==> src/rtl/cplx_sign_pipe.sv <==
// cplx_sign_pipe
// Pipelined complex sign-manipulation unit for IEEE-754 complex samples
// packed as {real, imag}. Supports pass, conjugate, negate and multiply-by-j
// using only sign-bit flips and lane swaps, so exponent/mantissa bits
// (including NaN payloads) travel bit-exact.
//
// Stage 1 registers the transformed sample; stages 2..LATENCY are plain
// delay registers. All stages freeze while stall is high. Reset is
// synchronous, active high, wins over stall and flushes samples in flight.
//
// Optional build macro:
//   CPLX_SIGN_ZERO_POS_EN - when defined, a +/-0 component that the selected
//   mode negates comes out as +0 (0 - x semantics). When undefined, zero
//   components are sign-flipped like any other value.
//
// LATENCY must lie in 1..16.

module cplx_sign_pipe #(
    parameter int W       = 32,
    parameter int LATENCY = 4
) (
    input  logic           clk,
    input  logic           rst,
    input  logic           in_valid,
    input  logic [2*W-1:0] A,
    input  logic [1:0]     mode,
    input  logic           stall,
    output logic [2*W-1:0] result,
    output logic           out_valid
);

    localparam logic [1:0] MODE_PASS = 2'b00;
    localparam logic [1:0] MODE_CONJ = 2'b01;
    localparam logic [1:0] MODE_NEG  = 2'b10;
    localparam logic [1:0] MODE_MULJ = 2'b11;

    // Negate one IEEE-754 component by touching only its sign bit.
    // In the zero-positive build, a magnitude of zero always yields +0.
    function automatic logic [W-1:0] flip_sign(input logic [W-1:0] x);
        logic [W-1:0] r;
`ifdef CPLX_SIGN_ZERO_POS_EN
        if (x[W-2:0] == {(W-1){1'b0}}) begin
            r = {W{1'b0}};
        end else begin
            r = {~x[W-1], x[W-2:0]};
        end
`else
        r = {~x[W-1], x[W-2:0]};
`endif
        return r;
    endfunction

    logic [W-1:0] in_re_s;
    logic [W-1:0] in_im_s;
    logic [W-1:0] xf_re_s;
    logic [W-1:0] xf_im_s;

    assign in_re_s = A[2*W-1:W];
    assign in_im_s = A[W-1:0];

    // Per-sample transform selected by mode; applied whether or not
    // the slot is valid, since bubbles carry don't-care data anyway.
    always_comb begin
        xf_re_s = in_re_s;
        xf_im_s = in_im_s;
        case (mode)
            MODE_PASS: begin
                xf_re_s = in_re_s;
                xf_im_s = in_im_s;
            end
            MODE_CONJ: begin
                xf_re_s = in_re_s;
                xf_im_s = flip_sign(in_im_s);
            end
            MODE_NEG: begin
                xf_re_s = flip_sign(in_re_s);
                xf_im_s = flip_sign(in_im_s);
            end
            MODE_MULJ: begin
                // j*(re + j*im) = -im + j*re
                xf_re_s = flip_sign(in_im_s);
                xf_im_s = in_re_s;
            end
            default: begin
                xf_re_s = in_re_s;
                xf_im_s = in_im_s;
            end
        endcase
    end

    logic [2*W-1:0]     data_q [LATENCY];
    logic [2*W-1:0]     data_d [LATENCY];
    logic [LATENCY-1:0] valid_q;
    logic [LATENCY-1:0] valid_d;

    // Next-state of the pipeline: hold on stall, otherwise shift one stage
    // with the freshly transformed sample entering stage 1.
    always_comb begin
        for (int i = 0; i < LATENCY; i++) begin
            data_d[i] = data_q[i];
        end
        valid_d = valid_q;
        if (stall) begin
            for (int i = 0; i < LATENCY; i++) begin
                data_d[i] = data_q[i];
            end
            valid_d = valid_q;
        end else begin
            data_d[0]  = {xf_re_s, xf_im_s};
            valid_d[0] = in_valid;
            for (int i = 1; i < LATENCY; i++) begin
                data_d[i]  = data_q[i-1];
                valid_d[i] = valid_q[i-1];
            end
        end
    end

    // Stage registers; reset clears data and valid and discards in-flight work.
    always_ff @(posedge clk) begin
        if (rst) begin
            for (int i = 0; i < LATENCY; i++) begin
                data_q[i] <= {(2*W){1'b0}};
            end
            valid_q <= {LATENCY{1'b0}};
        end else begin
            for (int i = 0; i < LATENCY; i++) begin
                data_q[i] <= data_d[i];
            end
            valid_q <= valid_d;
        end
    end

    // The last stage register drives the outputs directly.
    assign result    = data_q[LATENCY-1];
    assign out_valid = valid_q[LATENCY-1];

endmodule

==> config.mk <==
export PLATFORM = sky130hd
export DESIGN_NAME = cplx_sign_pipe
export DESIGN_NICKNAME = d
export VERILOG_FILES = /design/src/rtl/cplx_sign_pipe.sv
export SDC_FILE = /design/constraint.sdc
export NUM_CORES = 1
export LEC_CHECK = 0
export CORE_UTILIZATION = 59
export CTS_CLUSTER_DIAMETER = 100
export DETAILED_ROUTE_END_ITERATION = 10
export GPL_TIMING_DRIVEN = 0
export PLACE_DENSITY = 0.86
export SETUP_SLACK_MARGIN = 0.02
export SYNTH_ARGS = -nofsm -noshare
export SYNTH_HDL_FRONTEND = slang
export SYNTH_SLANG_ARGS = --single-unit
==> constraint.sdc <==
create_clock -name clk -period 3.1 [get_ports clk]
set_input_delay 0.31 -clock clk [delete_from_list [all_inputs] [get_ports clk]]
set_output_delay 0.31 -clock clk [all_outputs]
set_load 0.005 [all_outputs]
# After elaboration in Yosys (flattened, before gate mapping)
# Memories as Yosys holds them, arrays and structs flattened.
# Cells that the tools add are included.
classes:
  n_eq_ne: 3
  n_mux: 10
  bitwise_logic: 6
  reduce_logical: 3
ops:
  columns: ["operator", "n"]
  rows:
  - ["two-way mux 256 bit", 1]
  - ["two-way mux 64 bit", 4]
  - ["one-hot mux 32 bit (3 select lines)", 2]
  - ["equality test 2 bit, second input constant", 2]
  - ["bitwise OR 1 bit", 4]
  - ["OR reduction 2 bit", 2]
  - ["two-way mux 1 bit", 3]
  - ["equality test 2 x 1 -> 1 bit, second input constant", 1]
  - ["zero test 2 bit", 1]
  - ["NOT 1 bit", 2]
word_totals:
  regBits: 4
  ramBits: 256
  input_bits: 70
  out_inout_bits: 65
  word_cells: 24
  n_memories: 1
mem_list:
  columns: ["name", "words", "word_bits", "read_ports", "rd_clocked_by_memory_dff", "write_ports", "line", "source"]
  rows:
  - ["data_q", 4, 64, 4, 0, 4, "91", "logic [2*W-1:0] data_q [LATENCY];"]

# Logic depth before layout (Yosys ltp)
# Gate-level depths: netlist of run 1.
logic_depth:
  ltp_word: 5
  depth_mapped: 7
  depth_no_buf: 5

# Least setup slack after synthesis of run 1
# OpenSTA, ideal clock, no wires.
synth_timing:
  path_kind: "input to register"
  startpoint: "input mode[0]"
  endpoint: "memory data_q[0][10] (netlist bit)"
  setup_ns: 0.132
  arrival_ns: 1.430
  slack_ns: 1.538
  cell_stages: 7
  n_path_buf: 2
  cell_sequence: "inv_1 > ha_1 > or2_1 > buf_6 > buf_6 > a221oi_2 > nor3_1"
synth_lines:
  columns: ["item", "line", "source"]
  rows:
  - ["from (decl)", "26", "input logic [1:0] mode,"]
  - ["to (decl)", "91", null]

==> results_dict.tcl, run 1 <==
set metrics [dict create \
    numCtsBuffers 25 \
    vias 7627 \
    min_path_type "in -> reg" \
    drv_slew 0 \
    port_buffers 132 \
    crit_type "in -> reg" \
    r2r_setup_slack_ns 2.16 \
    ctsRootBufferMaster "clkbuf_16" \
    grt_pass1_vias 7347 \
    gp_congestion 0.893 \
    vdd_drop_max_v 0.000517 \
    p_sw_mw 1.76 \
    cellInternalPower_mw 5.87 \
    synth.most_common_cell "dfxtp_1" \
    power.density_mw_per_mm2 590 \
    postSynthCellCount 1001 \
    synth_xor_area_share_pct 0 \
    post-route-drc-count 0 \
    endpoint_kind "flop" \
    clock-skew-final_ns 0.0104 \
    comb_power_share_pct 9.4 \
    min_to "data_q[0][7]" \
    ios 135 \
    cts.sinks 260 \
    cts_resized 0 \
    grt-ovfl-total 0 \
    rows 48 \
    cts-hold-fix-buffers 0 \
    area_growth_pct 24.3 \
    grt_pass1_wl_um 38000 \
    htree_levels 1 \
    synth_top_cell_area_share_pct 50.0 \
    ant_nets 0 \
    grt_max_degree 16 \
    reg2reg_to "data_q[0][31]" \
    synthArstFlopShare_pct 0 \
    fmaxAchievable_mhz 547 \
    fin_crit_sh_pct 59.0 \
    yosys.area_share.simple_pct 14.2 \
    wl_um 24400 \
    wl_per_cell_um 17.4 \
    slew_headroom_pct 59.8 \
    nets 1233 \
    place_hpwl_um 17400 \
    worstMarginPinSlew_ns 0.587 \
    synth_compound_area_share_pct 7.37 \
    arrival_ns 2.21 \
    setup_viol 0 \
    slowest_stage "a221oi_1" \
    dieWidth_um 135 \
    r2r_cells 2 \
    period_minus_slack_ns 1.83 \
    postCtsSetupRepairBufs 0 \
    clock_latency_ns 0.52 \
    first_iter_violations 551 \
    crit_chain "clkdlybuf4s50_1, inv_1, ha_1, nand2b_1, buf_2, a221oi_1, nor3_1" \
    initial_core_util_pct 60.3 \
    avgSynthCellArea_um2 10.4 \
    clk_pin_slew_worst_paths_ns 0.07 \
    cts_tree "built" \
    cp.required_ns 3.48 \
    core_area_mm2 0.0172 \
    die_y_um 135 \
    ys.flop_type "dfxtp_1" \
    rsz0062_at_grt "false" \
    antenna_found_initial 0 \
    critPathLaunchType "input pin" \
    yosysWarningCount 0 \
    ys_seq_area_share_pct 50.0 \
    p_seq_share_pct 46.6 \
    ys_top_cells_by_area "dfxtp_1, mux2i_1, nor2_1" \
    syn_area_mm2 0.0104 \
    dp.cells 1358 \
    drv_cap 0 \
    n_antenna_cell 0 \
    syn_nets 1074 \
    max_stage_delay_ns 0.54 \
    synth_top_family_by_area "multiplexers" \
    final-hold-violation-count 0 \
    dieArea_mm2 0.0182 \
    reg2reg_from "data_q[0][31]" \
    synth-adder-area-share_pct 0.361 \
    grt_use_total_pct 26.7 \
    ys_ff_latch 260 \
    p_clk_share_pct 44.1 \
    viasPerCell 5.44 \
    synth_edf_count 0 \
    synthTopCellsByCount "dfxtp_1, nor2_1, mux2i_1" \
    ys_types 20 \
    min_path_cells 3 \
    min_from "rst" \
    drt_first_pass_iters 6 \
    power.share.switching_pct 23.0 \
    outcome "finished, final reports clean" \
    fin_cells 1403 \
    cts_buffer_depth 3 \
    setup_tns_ns 0 \
    synthMuxAreaShare_pct 18.9 \
    leakagePower_nw 5.57 \
    crit_path_max_fanout 10 \
    yosys.area.top_type "dfxtp_1" \
    layout-drive-gt1-share_pct 15.9 \
]
==> worst max-delay path, delay by kind of cell <==
kind,cells,cell delay (ns)
AND/OR/NAND/NOR,2,0.33
AO/OA/AOI/OAI,1,0.54
buffers and inverters,3,0.81
adder cells (fa/ha/maj),1,0.22
==> power by group through the flow <==
stage | clock network [mW] | registers (mW) | logic, mW
floorplan | 0 | 3.59 | 0.456
global placement | 0 | 3.62 | 0.682
detailed placement | 0 | 3.62 | 0.696
CTS | 3.38 | 3.55 | 0.705
global route | 3.52 | 3.56 | 0.762
finish | 3.36 | 3.55 | 0.713
==> layout make-up <==
class / count / area [um2]
Multi-Input combinational cell: 593 / 4250
Clock inverter: 12 / 198
Fill cell: 1173 / 4310
Sequential cell: 260 / 5200
Clock buffer: 33 / 726
Inverter: 5 / 18.8
Tap cell: 225 / 282
Buffer: 143 / 930
Timing Repair Buffer: 132 / 1320
==> worst max-delay path by stage <==
stage / from / to / cells past startpoint
6_report: mode[0] / data_q[0][35] / 7
5_1_grt: mode[0] / data_q[0][33] / 7
2_1_floorplan: mode[0] / data_q[0][10] / 7
4_1_cts: data_q[0][246] / result[54] / 2
3_5_place_dp: mode[0] / data_q[0][23] / 8
3_3_place_gp: mode[0] / data_q[0][21] / 8
==> flip-flops by register name, indices dropped and copies added, names as in the netlist <==
name and count:
valid_q 4, data_q 256
==> metrics by stage <==
stage	instance area, um2	hold slack, ns	setup WS [ns]	total power, mW	utilization, %
4_1_cts	12900	0.342	1.27	7.63	75.0
2_1_floorplan	10400	0.451	1.54	4.04	-
6_report	12900	0.354	1.27	7.62	75.0
3_3_place_gp	12000	0.466	0.802	4.30	69.6
5_1_grt	12900	0.377	1.22	7.84	75.0
3_5_place_dp	12000	0.482	0.776	4.32	69.6
==> routing by layer <==
metal / share of wire [%] / vias up / GRT usage [%]
met5: 0 / - / 0
met4: 4.2 / 0 / 11.6
met3: 7.8 / 74 / 4.95
met2: 47 / 325 / 44.4
met1: 41 / 3524 / 33.9
li1: - / 3704 / -
==> kinds of logic after synthesis <==
logic type               Yosys count
AND/OR/NAND/NOR                  327
flip-flops                       260
multiplexers                     196
buffers and inverters            148
AO/OA/AOI/OAI                     67
adder cells (fa/ha/maj)            3
==> placed cells by master, fill, tap and decap left out, types with 2 or more instances in the layout <==
| cell | Yosys | layout |
|---|---|---|
| dfxtp_1 | 260 | 260 |
| nor2_1 | 197 | 197 |
| mux2i_1 | 196 | 196 |
| clkdlybuf4s50_1 | 0 | 132 |
| buf_4 | 91 | 91 |
| nor2b_1 | 64 | 64 |
| nor3_1 | 62 | 62 |
| a221oi_1 | 33 | 33 |
| a221oi_2 | 30 | 30 |
| clkbuf_1 | 26 | 27 |
| clkbuf_16 | 0 | 25 |
| buf_2 | 17 | 17 |
| clkbuf_8 | 0 | 7 |
| inv_1 | 5 | 5 |
| buf_1 | 5 | 5 |
| bufinv_16 | 0 | 5 |
| buf_6 | 4 | 4 |
| ha_1 | 3 | 3 |
| clkinv_2 | 0 | 3 |
| a21oi_1 | 2 | 2 |
| a2111oi_0 | 2 | 2 |
| clkinvlp_4 | 0 | 2 |
Note: power is estimated with default switching activity, not from simulation.
==> run 2, diff against run 1 <==
CORE_UTILIZATION = 50   (was 59)
PLACE_DENSITY = 0.78   (was 0.86)
clock period = 1.5 ns   (was 3.1 ns; I/O delays follow)
==> run 2 against run 1 <==
  * Worst hold slack worse by 0.15 ns
  * Sequential cell count is the same
  * Sequential share of layout area hardly changed
  * Cell count is 3.8% higher
  * Critical path depth grew 1
  * Setup slack lost 1.2 ns
  * Clock skew increased by 0.0026 ns
  * Sequential power rose by 110%
  * Utilization down 10 points
==> results_dict.tcl, run 2 (same netlist as run 1, synthesis figures left out) <==
set metrics [dict create \
    min_path_cells 3 \
    fin_crit_sh_pct 92.0 \
    reg2reg_from "data_q[0][31]" \
    ios 135 \
    p_sw_mw 3.62 \
    cp.required_ns 1.89 \
    grt_max_degree 15 \
    post-route-drc-count 0 \
    setup_viol 0 \
    area_growth_pct 26.1 \
    largest_registers "data_q: 256 flops, valid_q: 4 flops" \
    place_hpwl_um 17800 \
    crit_start "mode[0]" \
    clock_latency_ns 0.52 \
    gp_congestion 0.873 \
    use_met1_pct 30.9 \
    n_antenna_cell 0 \
    ant_nets 0 \
    crit_top_cell "buf_6" \
    cts-hold-fix-buffers 0 \
    cts.sinks 260 \
    final_util_pct 64.6 \
    core_area_mm2 0.0203 \
    grt-ovfl-total 0 \
    drt_first_pass_iters 5 \
    vdd_drop_max_v 0.000788 \
    dieArea_mm2 0.0214 \
    grt_use_total_pct 23.5 \
    fmaxAchievable_mhz 725 \
    rsz0062_at_grt "false" \
    min_from "rst" \
    wl_um 25200 \
    endpoint_kind "flop" \
    rows 52 \
    stdcell_area_mm2 0.0131 \
    power.density_mw_per_mm2 1190 \
    drv_slew 0 \
    dieWidth_um 146 \
    drv_cap 0 \
    layout-drive-gt1-share_pct 21.1 \
    crit_type "in -> reg" \
    arrival_ns 1.77 \
    fin_ws_ns 0.120 \
    grt_pass1_vias 7458 \
    dp.cells 1403 \
    vias 7657 \
    crit_chain "dlygate4sd2_1, inv_1, ha_1, or2_1, buf_6, buf_6, a221oi_2, nor3_1" \
    port_buffers 132 \
    slowest_stage "a221oi_2" \
    timing.hold.ws_ns 0.207 \
    cellInternalPower_mw 12.0 \
    pre_cts_slack_ns -0.689 \
    slew_headroom_pct 62.7 \
    cts_tree "built" \
    power.share.switching_pct 23.2 \
    fillCellCount 1624 \
    critPathLaunchType "input pin" \
    leakagePower_nw 5.96 \
    fin_cells 1457 \
    worstMarginPinSlew_ns 0.560 \
    period_minus_slack_ns 1.38 \
    outcome "finished, final reports clean" \
    ctsRootBufferMaster "clkbuf_16" \
    cts_buffer_depth 3 \
    clk_pin_slew_worst_paths_ns 0.06 \
    final_cell_mix "dfxtp_1, nor2_1, mux2i_1, buf_4, dlygate4sd2_1" \
    grt_pass1_wl_um 39800 \
    use_met2_pct 39.0 \
    largest_reg_flops 256 \
    antenna_found_initial 0 \
    crit_path_max_fanout 10 \
    wl_per_cell_um 17.3 \
    r2r_cells 2 \
    comb_power_share_pct 9.8 \
    met3_usage_pct 3.09 \
    initial_core_util_pct 51.2 \
    final-hold-violation-count 0 \
    min_path_type "in -> reg" \
    max_stage_delay_ns 0.36 \
    viasPerCell 5.26 \
    layout_commonest_cell "dfxtp_1" \
    place_area_mm2 0.0121 \
    p_clk_share_pct 43.2 \
    clock-skew-final_ns 0.0129 \
    numCtsBuffers 26 \
    busiest_layer "met2" \
    die_y_um 146 \
    nets 1240 \
    htree_levels 1 \
    largest_register "data_q" \
    first_iter_violations 470 \
    p_seq_share_pct 47.0 \
]
[run 2: power groups by stage]
| stage | sequential (mW) | clock [mW] | combinational [mW] |
|---|---|---|---|
| after CTS | 7.34 | 6.80 | 1.51 |
| final | 7.34 | 6.74 | 1.52 |
| after global placement | 7.48 | 0 | 1.42 |
| after detailed placement | 7.48 | 0 | 1.45 |
| after global routing | 7.36 | 7.11 | 1.63 |
| after floorplan | 7.41 | 0 | 0.942 |
[run 2: final cells by class]
type                       instances  area, um2  share of cell area [%]
clock buffer                      39        781                    5.95
sequential                       260       5280                    40.3
buffer                           143        933                    7.12
clock inverter                     9        123                   0.935
inverter                           5       18.8                   0.143
timing repair buffer             138       1280                    9.78
tap                              270        338                    2.58
multi-input combinational        593       4360                    33.2
[run 2: worst max-delay path, delay by kind of cell]
| family | cells | cell delay (ns) |
|---|---|---|
| AOI/OAI and AO/OA | 1 | 0.36 |
| and+or+nand+nor | 2 | 0.33 |
| buffers and inverters | 4 | 0.61 |
| adders and majority gates | 1 | 0.30 |
[run 2: worst paths after layout]
kind	endpoint	slack, ns
worst min register to register	data_q[0][63]	0.48
worst max-delay path	data_q[0][20]	0.12
worst min-delay path	data_q[0][7]	0.21
worst max register to register	data_q[0][31]	0.58
[run 2: routing by layer]
layer | vias up | part of all wire, %
met1 | 3610 | 43
li1 | 3722 | -
met3 | 63 | 5.5
met2 | 262 | 47
met4 | 0 | 4.1
met5 | - | 0
[run 2: repair_timing]
item	in CTS	in global routing
endpoints found under the hold margin	0	0
buffers inserted	6	0
setup endpoints to repair	98	0
gates resized for setup	138	0
[run 2: metrics by stage]
stage / TNS, ns / power, mW
finish: 0 / 15.6
global route: 0 / 16.1
CTS: 0 / 15.7
detailed placement: -32.70 / 8.94
global placement: -31.04 / 8.90
floorplan: 0 / 8.36
==> run 3, diff against run 2 <==
CTS_CLUSTER_SIZE = 30   (was default)
==> run 3 against run 2 <==
  * Cell area is 4.2% lower
  * Fmax decreased by 2.6%
  * Clock power fell by 45%
  * Cell count is 2.2% lower
  * Critical path depth did not move
  * Sequential power about the same
  * Via count is 1.4% lower
  * Die area unchanged
  * Critical endpoint is now data_q[0][27]
  * Largest cell class unchanged
==> results_dict.tcl, run 3 (same netlist as run 1, synthesis figures left out) <==
set metrics [dict create \
    crit_path_max_fanout 10 \
    critPathLaunchType "input pin" \
    post-route-drc-count 0 \
    comb_power_share_pct 12.1 \
    ios 135 \
    r2r_setup_slack_ns 0.55 \
    area_growth_pct 20.8 \
    dieWidth_um 146 \
    arrival_ns 1.78 \
    pre_cts_slack_ns -0.689 \
    rows 52 \
    ant_nets 0 \
    cts_tree "built" \
    worstMarginPinSlew_ns 0.571 \
    endpoint_kind "flop" \
    min_path_cells 3 \
    p_clk_share_pct 29.5 \
    core_area_mm2 0.0203 \
    place_hpwl_um 17800 \
    drv_cap 0 \
    clk_pin_slew_worst_paths_ns 0.12 \
    grt_pass1_wl_um 38400 \
    fmaxAchievable_mhz 706 \
    first_iter_violations 462 \
    ctsRootBufferMaster "clkbuf_16" \
    wl_um 24200 \
    clock-skew-final_ns 0.0245 \
    rsz0062_at_grt "false" \
    final_cell_mix "nor2_1, mux2i_1, dfxtp_1, buf_4, dlygate4sd2_1" \
    grt_use_total_pct 22.4 \
    grt-ovfl-total 0 \
    cp.required_ns 1.86 \
    reg2reg_to "data_q[0][31]" \
    largest_registers "data_q: 256 flops, valid_q: 4 flops" \
    timing.hold.ws_ns 0.219 \
    layout_commonest_cell "nor2_1" \
    numCtsBuffers 12 \
    dieArea_mm2 0.0214 \
    power.share.switching_pct 24.6 \
    initial_core_util_pct 51.2 \
    vdd_drop_max_v 0.000710 \
    p_sw_mw 3.09 \
    power.density_mw_per_mm2 998 \
    fillCellCount 1699 \
    wl_per_cell_um 17.0 \
    place_area_mm2 0.0121 \
    setup_viol 0 \
    n_antenna_cell 0 \
    slew_headroom_pct 62.0 \
    dp.cells 1403 \
    antenna_found_initial 0 \
    report.power.total_mw 12.5 \
    clock_latency_ns 0.49 \
    grt_max_degree 31 \
    grt_pass1_vias 7261 \
    vias 7553 \
    port_buffers 132 \
    period_minus_slack_ns 1.42 \
    cts_buffer_depth 3 \
    layout-drive-gt1-share_pct 19.8 \
    gp_congestion 0.873 \
    fin_ws_ns 0.0833 \
    largest_register "data_q" \
    nets 1228 \
    outcome "finished, final reports clean" \
    crit_type "in -> reg" \
    drv_slew 0 \
    viasPerCell 5.30 \
    htree_levels 1 \
    min_path_type "in -> reg" \
    reg2reg_from "data_q[0][31]" \
    largest_reg_flops 256 \
    p_seq_share_pct 58.4 \
    min_from "rst" \
    stdcell_area_mm2 0.0126 \
    final-hold-violation-count 0 \
    cellInternalPower_mw 9.45 \
    r2r_cells 2 \
    fin_crit_sh_pct 94.4 \
    min_to "data_q[0][1]" \
    die_y_um 146 \
    drt_first_pass_iters 5 \
    leakagePower_nw 5.69 \
    cts.sinks 260 \
    fin_cells 1425 \
]
## run 3: changes by cell type in the layout (fill, tap and decap cells not counted), moves of 2 or more
cell / before / now
clkinv_2: 5 / 0
clkbuf_8: 6 / 0
buf_4: 97 / 99
dfxtp_2: 60 / 64
dfxtp_1: 200 / 196
clkbuf_16: 27 / 13
clkbuf_1: 32 / 26
bufinv_16: 3 / 0
## run 3: worst max-delay path, stage by stage
cell and delay, ns:
dlygate4sd2_1 0.25, inv_1 0.08, ha_1 0.30, or2_1 0.24, buf_6 0.13, buf_8 0.16
a221oi_4 0.36, nor3_1 0.09
## run 3: stage by stage
stage	TNS, ns	util (%)
after floorplan	0	-
after global placement	-31.04	59.4
after detailed placement	-32.70	59.4
after CTS	0	61.9
after global routing	0	61.9
final	0	61.9
## run 3: layer usage
metal | up-vias | track usage [%] | share of wire, %
met5 | - | 0 | 0
met4 | 0 | 8.91 | 4.0
met3 | 59 | 3.09 | 5.9
met2 | 252 | 36.2 | 46
met1 | 3567 | 30.2 | 44
li1 | 3675 | - | -
## run 3: final cells by class
| cell class | count | area, um2 | share of cell area (%) |
|---|---|---|---|
| flip-flops and latches | 260 | 5290 | 42.1 |
| multi-input cells | 593 | 4360 | 34.7 |
| repair buffers | 140 | 1300 | 10.3 |
| plain buffers | 143 | 933 | 7.43 |
| well taps | 270 | 338 | 2.69 |
| clock buffers | 13 | 325 | 2.59 |
| inverters | 5 | 18.8 | 0.149 |
| clock inverters | 1 | 11.3 | 0.0896 |
## run 3: how the worst max path moves through the flow
stage | start | cells past startpoint | endpoint
after floorplan | mode[0] | 7 | data_q[0][10]
after global placement | mode[0] | 8 | data_q[0][27]
after detailed placement | mode[0] | 8 | data_q[0][21]
after CTS | mode[0] | 8 | data_q[0][21]
after global routing | mode[0] | 8 | data_q[0][27]
final | mode[0] | 8 | data_q[0][27]
## run 3: power by group through the flow
stage / Clock (mW) / Combinational (mW) / Sequential, mW
6_report: 3.70 / 1.52 / 7.33
5_1_grt: 4.01 / 1.62 / 7.36
4_1_cts: 3.78 / 1.51 / 7.33
3_5_place_dp: 0 / 1.45 / 7.48
3_3_place_gp: 0 / 1.42 / 7.48
2_1_floorplan: 0 / 0.942 / 7.41
## run 3: what timing repair did
item	4_1_cts	5_1_grt
hold buffers	0	0
buffers inserted	8	0
gates resized for setup	142	0
endpoints found under the setup margin	101	0
